### config.mk
export PLATFORM = sky130hd
export DESIGN_NAME = axis_sim_stim_source
export DESIGN_NICKNAME = d
export VERILOG_FILES = /design/src/rtl/axis_sim_stim_source.sv
export SDC_FILE = /design/constraint.sdc
export NUM_CORES = 1
export LEC_CHECK = 0
export CAP_MARGIN = 20
export CORE_MARGIN = 2
export CORE_UTILIZATION = 25
export CTS_CLUSTER_DIAMETER = 150
export CTS_CLUSTER_SIZE = 16
export DETAILED_ROUTE_END_ITERATION = 10
export PLACE_DENSITY_LB_ADDON = 0.25
export SYNTH_ARGS = -nofsm -noshare
export SYNTH_HDL_FRONTEND = slang
export SYNTH_SLANG_ARGS = --single-unit
### constraint.sdc
create_clock -name aclk -period 10 [get_ports aclk]
set_input_delay 2 -clock aclk [delete_from_list [all_inputs] [get_ports aclk]]
set_output_delay 2 -clock aclk [all_outputs]
set_load 0.01 [all_outputs]
### src/rtl/axis_sim_stim_source.sv
// rtl/axis_sim_stim_source.sv - AXI4-Stream deterministic packet burst source
module axis_sim_stim_source #(
  parameter int         C_M_AXIS_DATA_WIDTH  = 256,
  parameter int         C_M_AXIS_TUSER_WIDTH = 128,
  parameter logic [7:0] C_SRC_PORT           = 8'h01,
  parameter logic [7:0] C_DST_PORT           = 8'h04
) (
  input  logic                               aclk,
  input  logic                               aresetn,
  input  logic                               start,
  input  logic [15:0]                        cfg_len,
  input  logic [15:0]                        cfg_num_pkts,
  input  logic [7:0]                         cfg_gap,
  output logic [C_M_AXIS_DATA_WIDTH-1:0]     m_axis_tdata,
  output logic [C_M_AXIS_DATA_WIDTH/8-1:0]   m_axis_tstrb,
  output logic [C_M_AXIS_TUSER_WIDTH-1:0]    m_axis_tuser,
  output logic                               m_axis_tvalid,
  input  logic                               m_axis_tready,
  output logic                               m_axis_tlast,
  output logic                               busy,
  output logic                               done,
  output logic [7:0]                         counter,
  output logic                               activity_send
);

  localparam int          BPB    = C_M_AXIS_DATA_WIDTH / 8;
  localparam int          NWORDS = C_M_AXIS_DATA_WIDTH / 32;
  localparam logic [16:0] BPB17  = 17'(BPB);

  localparam logic [1:0] S_IDLE = 2'd0;
  localparam logic [1:0] S_SEND = 2'd1;
  localparam logic [1:0] S_GAP  = 2'd2;
  localparam logic [1:0] S_FIN  = 2'd3;

  logic [1:0]     state;
  logic [15:0]    len_r;
  logic [15:0]    num_r;
  logic [7:0]     gap_r;
  logic [7:0]     gap_cnt;
  logic [15:0]    pkt_seq;
  logic [15:0]    beat;
  logic           valid_r;

  logic [16:0]    num_beats;
  logic [16:0]    rem;
  logic           is_last;
  logic [BPB-1:0] last_strb;
  logic           handshake;

  // Beat-count and last-beat strobe derived from the latched length
  always_comb begin
    num_beats = ({1'b0, len_r} + BPB17 - 17'd1) / BPB17;
    rem       = {1'b0, len_r} % BPB17;
    is_last   = (({1'b0, beat} + 17'd1) == num_beats);
    last_strb = '0;
    for (int i = 0; i < BPB; i++) begin
      last_strb[i] = (rem == 17'd0) || (17'(i) < rem);
    end
  end

  // Beat payload is a pure function of held state, so it stays stable across stalls;
  // everything is forced to zero whenever no beat is offered
  always_comb begin
    m_axis_tdata = '0;
    m_axis_tstrb = '0;
    m_axis_tuser = '0;
    m_axis_tlast = 1'b0;
    if (valid_r) begin
      for (int w = 0; w < NWORDS; w++) begin
        m_axis_tdata[w*32 +: 32] = {pkt_seq, beat};
      end
      m_axis_tstrb       = is_last ? last_strb : '1;
      m_axis_tuser[31:0] = {C_DST_PORT, C_SRC_PORT, len_r};
      m_axis_tlast       = is_last;
    end
  end

  assign m_axis_tvalid = valid_r;
  assign handshake     = valid_r & m_axis_tready;

  // Burst sequencer: IDLE -> SEND <-> GAP -> FIN -> IDLE
  always_ff @(posedge aclk or negedge aresetn) begin
    if (!aresetn) begin
      state         <= S_IDLE;
      len_r         <= '0;
      num_r         <= '0;
      gap_r         <= '0;
      gap_cnt       <= '0;
      pkt_seq       <= '0;
      beat          <= '0;
      valid_r       <= 1'b0;
      busy          <= 1'b0;
      done          <= 1'b0;
      counter       <= '0;
      activity_send <= 1'b0;
    end else begin
      done          <= 1'b0;
      activity_send <= 1'b0;
      case (state)
        S_IDLE: begin
          if (start) begin
            if (cfg_len != 16'd0 && cfg_num_pkts != 16'd0) begin
              len_r   <= cfg_len;
              num_r   <= cfg_num_pkts;
              gap_r   <= cfg_gap;
              pkt_seq <= '0;
              beat    <= '0;
              valid_r <= 1'b1;
              busy    <= 1'b1;
              state   <= S_SEND;
            end else begin
              state <= S_FIN;
            end
          end
        end
        S_SEND: begin
          if (handshake) begin
            if (is_last) begin
              counter       <= counter + 8'd1;
              activity_send <= 1'b1;
              if (pkt_seq + 16'd1 == num_r) begin
                valid_r <= 1'b0;
                state   <= S_FIN;
              end else if (gap_r == 8'd0) begin
                pkt_seq <= pkt_seq + 16'd1;
                beat    <= '0;
              end else begin
                valid_r <= 1'b0;
                gap_cnt <= '0;
                state   <= S_GAP;
              end
            end else begin
              beat <= beat + 16'd1;
            end
          end
        end
        S_GAP: begin
          if (gap_cnt == gap_r - 8'd1) begin
            pkt_seq <= pkt_seq + 16'd1;
            beat    <= '0;
            valid_r <= 1'b1;
            state   <= S_SEND;
          end else begin
            gap_cnt <= gap_cnt + 8'd1;
          end
        end
        default: begin
          done  <= 1'b1;
          busy  <= 1'b0;
          state <= S_IDLE;
        end
      endcase
    end
  end

endmodule
# Word-level counts from Yosys, hierarchy flattened
# Index checks and enable logic that the tools add are counted.
dict set report totals {
  out_inout_bits 429
  register_bits 94
  input_bits 44
}
dict set report op_classes {
  eq_ne 17
  order_cmp 32
  addsub 8
  reduce_logical 50
  n_bitwise 2
  mux 46
}
# cell n
set ops {}
lappend ops {{$mux W256} 1}
lappend ops {{$mux W16} 12}
lappend ops {{$pmux W16 S3} 2}
lappend ops {{$lt A5 B5 Y1 const A} 16}
lappend ops {{$mux W32} 2}
lappend ops {{$lt A4 B5 Y1 const A} 8}
lappend ops {{$mux W8} 5}
lappend ops {{$add A16 B1 Y16 const B} 2}
lappend ops {{$logic_or A1 B1 Y1} 32}
lappend ops {{$reduce_bool A16 Y1} 2}
lappend ops {{$mux W27} 1}
lappend ops {{$lt A3 B5 Y1 const A} 4}
lappend ops {{$ne A2 B2 Y1 const B} 9}
lappend ops {{$add A16 B1 Y17 const B} 1}
lappend ops {{$add A16 B6 Y17 const B} 1}
lappend ops {{$eq A17 B12 Y1} 1}
lappend ops {{$logic_not A17 Y1} 1}
lappend ops {{$sub A17 B1 Y17 const B} 1}
lappend ops {{$add A8 B1 Y8 const B} 2}
lappend ops {{$eq A16 B16 Y1} 1}
lappend ops {{$pmux W8 S2} 1}
lappend ops {{$mux W2} 7}
lappend ops {{$reduce_and A7 Y1} 2}
lappend ops {{$mux W1} 12}
lappend ops {{23 further kinds} 29}

# Logic depth before layout (Yosys ltp)
dict set report logic_depth {
  word_depth 6
  mapped_depth 13
  depth_no_buf 11
}

# Least setup slack after synthesis
# Ideal clock, no wire load.
dict set report synth_path {
  path_kind {register to output}
  startpoint {register beat[0]}
  endpoint {output m_axis_tstrb[17]}
  required_ps 8000
  arrival_time_ps 2891
  slack_ps 5109
  stages_incl_launch_ff 12
  cell_sequence {dfrtp_1 ha_1 nand3_2 or3_1 a2111o_1 a21o_1 a211oi_4 nand4_1 nand2_1 clkbuf_1 inv_1 a21o_1}
}
dict set report synth_via {
  elab_chain_cells 4
}
# element line
set synth_lines {}
lappend synth_lines {{from (decl)} 41} ;# logic [15:0] beat;
lappend synth_lines {{from (signal assigned)} 133} ;# beat <= beat + 16'd1;
lappend synth_lines {{$add A16 B1 Y17} 54} ;# is_last = (({1'b0, beat} + 17'd1) == num_beats);
lappend synth_lines {{$eq A17 B12 Y1} 54}
lappend synth_lines {{$mux W32} 72} ;# m_axis_tstrb = is_last ? last_strb : '1;
lappend synth_lines {{$mux W32} 68} ;# if (valid_r) begin
lappend synth_lines {{to (decl)} 15} ;# output logic [C_M_AXIS_DATA_WIDTH/8-1:0] m_axis_tstrb,
# Every way passes these cells.

# Worst setup path after layout
dict set report layout_path {
  startpoint {register beat[0]}
  endpoint {output m_axis_tstrb[8]}
}
# The elaborated chain is that of the path after synthesis.

==> flow_summary.toml <==
[timing]
fmax_mhz = 153.2
finalMaxSlewViolations = 0
post-route-period-util = 0.6526
tightest_slew_ns = 1.040
final.min_clock_period_ns = 6.526
finalSetupTns_ns = 0
fin_worst_skew_ns = 0.005901
slew-limit-headroom = 0.3023
hold_violations = 0
setup_viol = 0
rsz0062_at_grt = "no"

[worst_hold_path]
min_from = "busy"
holdPathStages = 1
min_to = "busy"
hold_class = "flip-flop to flip-flop"

[synth]
ys_ff_latch = 94
ys_seq_area_frac = 0.2534
syn-cell-area_um2 = 9284
async_flop_share = 1.000
synth.distinct_cells = 81
synth_edf_count = 0
avgSynthCellArea_um2 = 8.402
yosysTopAreaCell = "buf_4"
syn_inst = 1105
ys_warn_count = 0
ys_dominant_reg_cell = "dfrtp_1"
synth.top_cell.area_share = 0.2733
yosys-top-cells-area = "buf_4, dfrtp_1, mux2_2, xnor2_1, and2_1"

[setup_path]
end_kind = "primary output"
crit_buf_inv = 1
crit_chain = "ha_1 -> nand3_2 -> xnor2_1 -> a221oi_1 -> a2bb2o_1 -> nor4_2 -> nand4_1 -> nand2b_1 -> o21ai_1 -> a21oi_1 -> clkdlybuf4s50_1"
r2r_setup_slack_ns = 5.80
worstRegToRegCells = 10
crit_path_start_kind = "flip-flop"
cpLargestDelayFamily = "compound AO/OA/AOI/OAI gates"
critPathSlowestCell = "o21ai_1"
worstPathRequired_ns = 8.00
crit_type = "flip-flop to primary output"
worst_ep_arrival_time_ns = 4.53
cp_slowest_stage_delay_ns = 0.57
regToRegEndpoint = "beat[2]"
reg2reg_from = "pkt_seq[0]"
critPathLaunch = "beat[0]"
worstPathMaxFanout = 12

[placement]
placed_area_um2 = 11210
port_buffers = 362
gp_congestion = 0.8773
hpwl_mm = 21.15

[layout]
final_cell_mix = "clkdlybuf4s50_1, conb_1, dfrtp_1, nand2_1, nor2_1"
final_nets = 1266
fin_area_um2 = 11530
drive_above_1_share = 0.08066
layout_commonest_cell = "clkdlybuf4s50_1"
area_delta_synth_final_pct = 24.18

[global_routing]
grt_pass1_vias = 6823
grt_start_max_net_pins = 58
grt_antenna_before_repair = 2
grt-ovfl-total = 0
grt_pass1_wl_mm = 40.57
track_usage = 0.1344

[die]
rows = 70
die_area_um2 = 38690
core_area_um2 = 36610
ios = 473
die_y_um = 196.7
start_util = 0.2536
fp.dieW_um = 196.7

[detailed_routing]
drtIter0Drc = 419
firstDrtPassIters = 5
wirelength_mm = 26.94
wl_per_cell_um = 15.99
vias = 7399
drc = 0
vias_per_cell = 4.394
ant_nets = 0

[cts]
htreeDepth = 3
cts.sink_count = 94
cts_tree = "yes"
holdBufCountCts = 0
post_cts_resized = 0
clkTransAtPathRegs_ns = 0.07
cts_inserted_buffers = 9
cts_setup_buffers = 0
clock_latency_ns = 0.36
ctsLongestPathBuffers = 2
cts_root_buf = "clkbuf_16"

[pwr]
ir_worst_vdd_v = 0.00009152
p_leak_nw = 4.509
p_per_area_nw_per_um2 = 188.7

[outcome]
status = "finished clean"

[job]
cap_violations = 0
registers in the layout, indices dropped and copies added (netlist names), 2 cells and up:
signal   flops
gap_r        8
gap_cnt      8
num_r       16
state        2
beat        16
counter      8
pkt_seq     16
len_r       16
through the flow:
step	hold slack (ns)	worst slack, ns	instances	util	total power, mW
after floorplan	0.4995	5.109	1214	-	1.477
after global placement	0.4917	4.004	1669	0.3063	1.809
after detailed placement	0.4990	3.902	1669	0.3063	1.812
after CTS	0.5118	3.491	1683	0.3148	2.199
after global routing	0.5248	3.115	1683	0.3148	2.346
final	0.5067	3.474	1684	0.3149	2.176
routing by layer:
metal	global-route usage	wire (µm)	vias up
li1	-	-	3554
met1	0.1747	11980	3535
met2	0.2284	12950	290
met3	0.02618	1682	18
met4	0.03453	313	2
met5	0	13	-
worst reg2reg max path: stages (launching register included):
cell and delay (ns):
dfrtp_1 0.52, ha_1 0.38, nand2_1 0.26, nor4_1 0.57, and4_1 0.27, nor2_1 0.06, nor4b_2 0.57, nor2b_1 0.25
o31ai_2 0.88, o21bai_1 0.23, a22o_1 0.15
cell usage after synthesis (all sizes together), types with 15 or more instances:
cell type,count
dfrtp,94
nand3,22
nor2,61
inv,30
xor2,22
a21oi,29
clkbuf,23
nand4,22
nor3,16
mux2,41
xnor2,31
buf,355
nand2,71
nor4,23
o21ai,46
o31ai,15
and2,43
worst max path at each step:
stage | slack (ns) | depth (start not counted) | to
final | 3.47 | 11 | m_axis_tstrb[8]
after global routing | 3.12 | 11 | m_axis_tstrb[2]
after CTS | 3.49 | 11 | m_axis_tstrb[8]
after detailed placement | 3.90 | 11 | m_axis_tstrb[8]
after global placement | 4.00 | 11 | m_axis_tstrb[8]
after floorplan | 5.11 | 11 | m_axis_tstrb[17]
kinds of logic after synthesis:
| group | after synthesis | synth area share |
|---|---|---|
| AO/OA/AOI/OAI | 166 | 0.1263 |
| AND/OR/NAND/NOR | 332 | 0.2028 |
| adder cells (fa/ha/maj) | 10 | 0.01348 |
| XOR/XNOR | 53 | 0.05000 |
| other | 1 | 0.0004039 |
| multiplexers | 41 | 0.04973 |
| buffers and inverters | 408 | 0.3039 |
| flip-flops | 94 | 0.2534 |
where the power goes:
part | switching (mW) | internal (mW)
Combinational | 0.591 | 0.544
Sequential | 0.179 | 0.485
Clock | 0.155 | 0.223
Total | 0.924 | 1.25
cell type report:
| class | count | area (µm²) |
|---|---|---|
| timing repair buffer | 365 | 3643 |
| clock inverter | 4 | 72.57 |
| tap | 468 | 585.6 |
| antenna | 1 | 2.502 |
| fill | 3833 | 25080 |
| sequential | 94 | 2354 |
| clock buffer | 10 | 239.0 |
| multi-input combinational | 712 | 4519 |
| inverter | 30 | 112.6 |
Note: power is estimated with default switching activity, not from simulation.
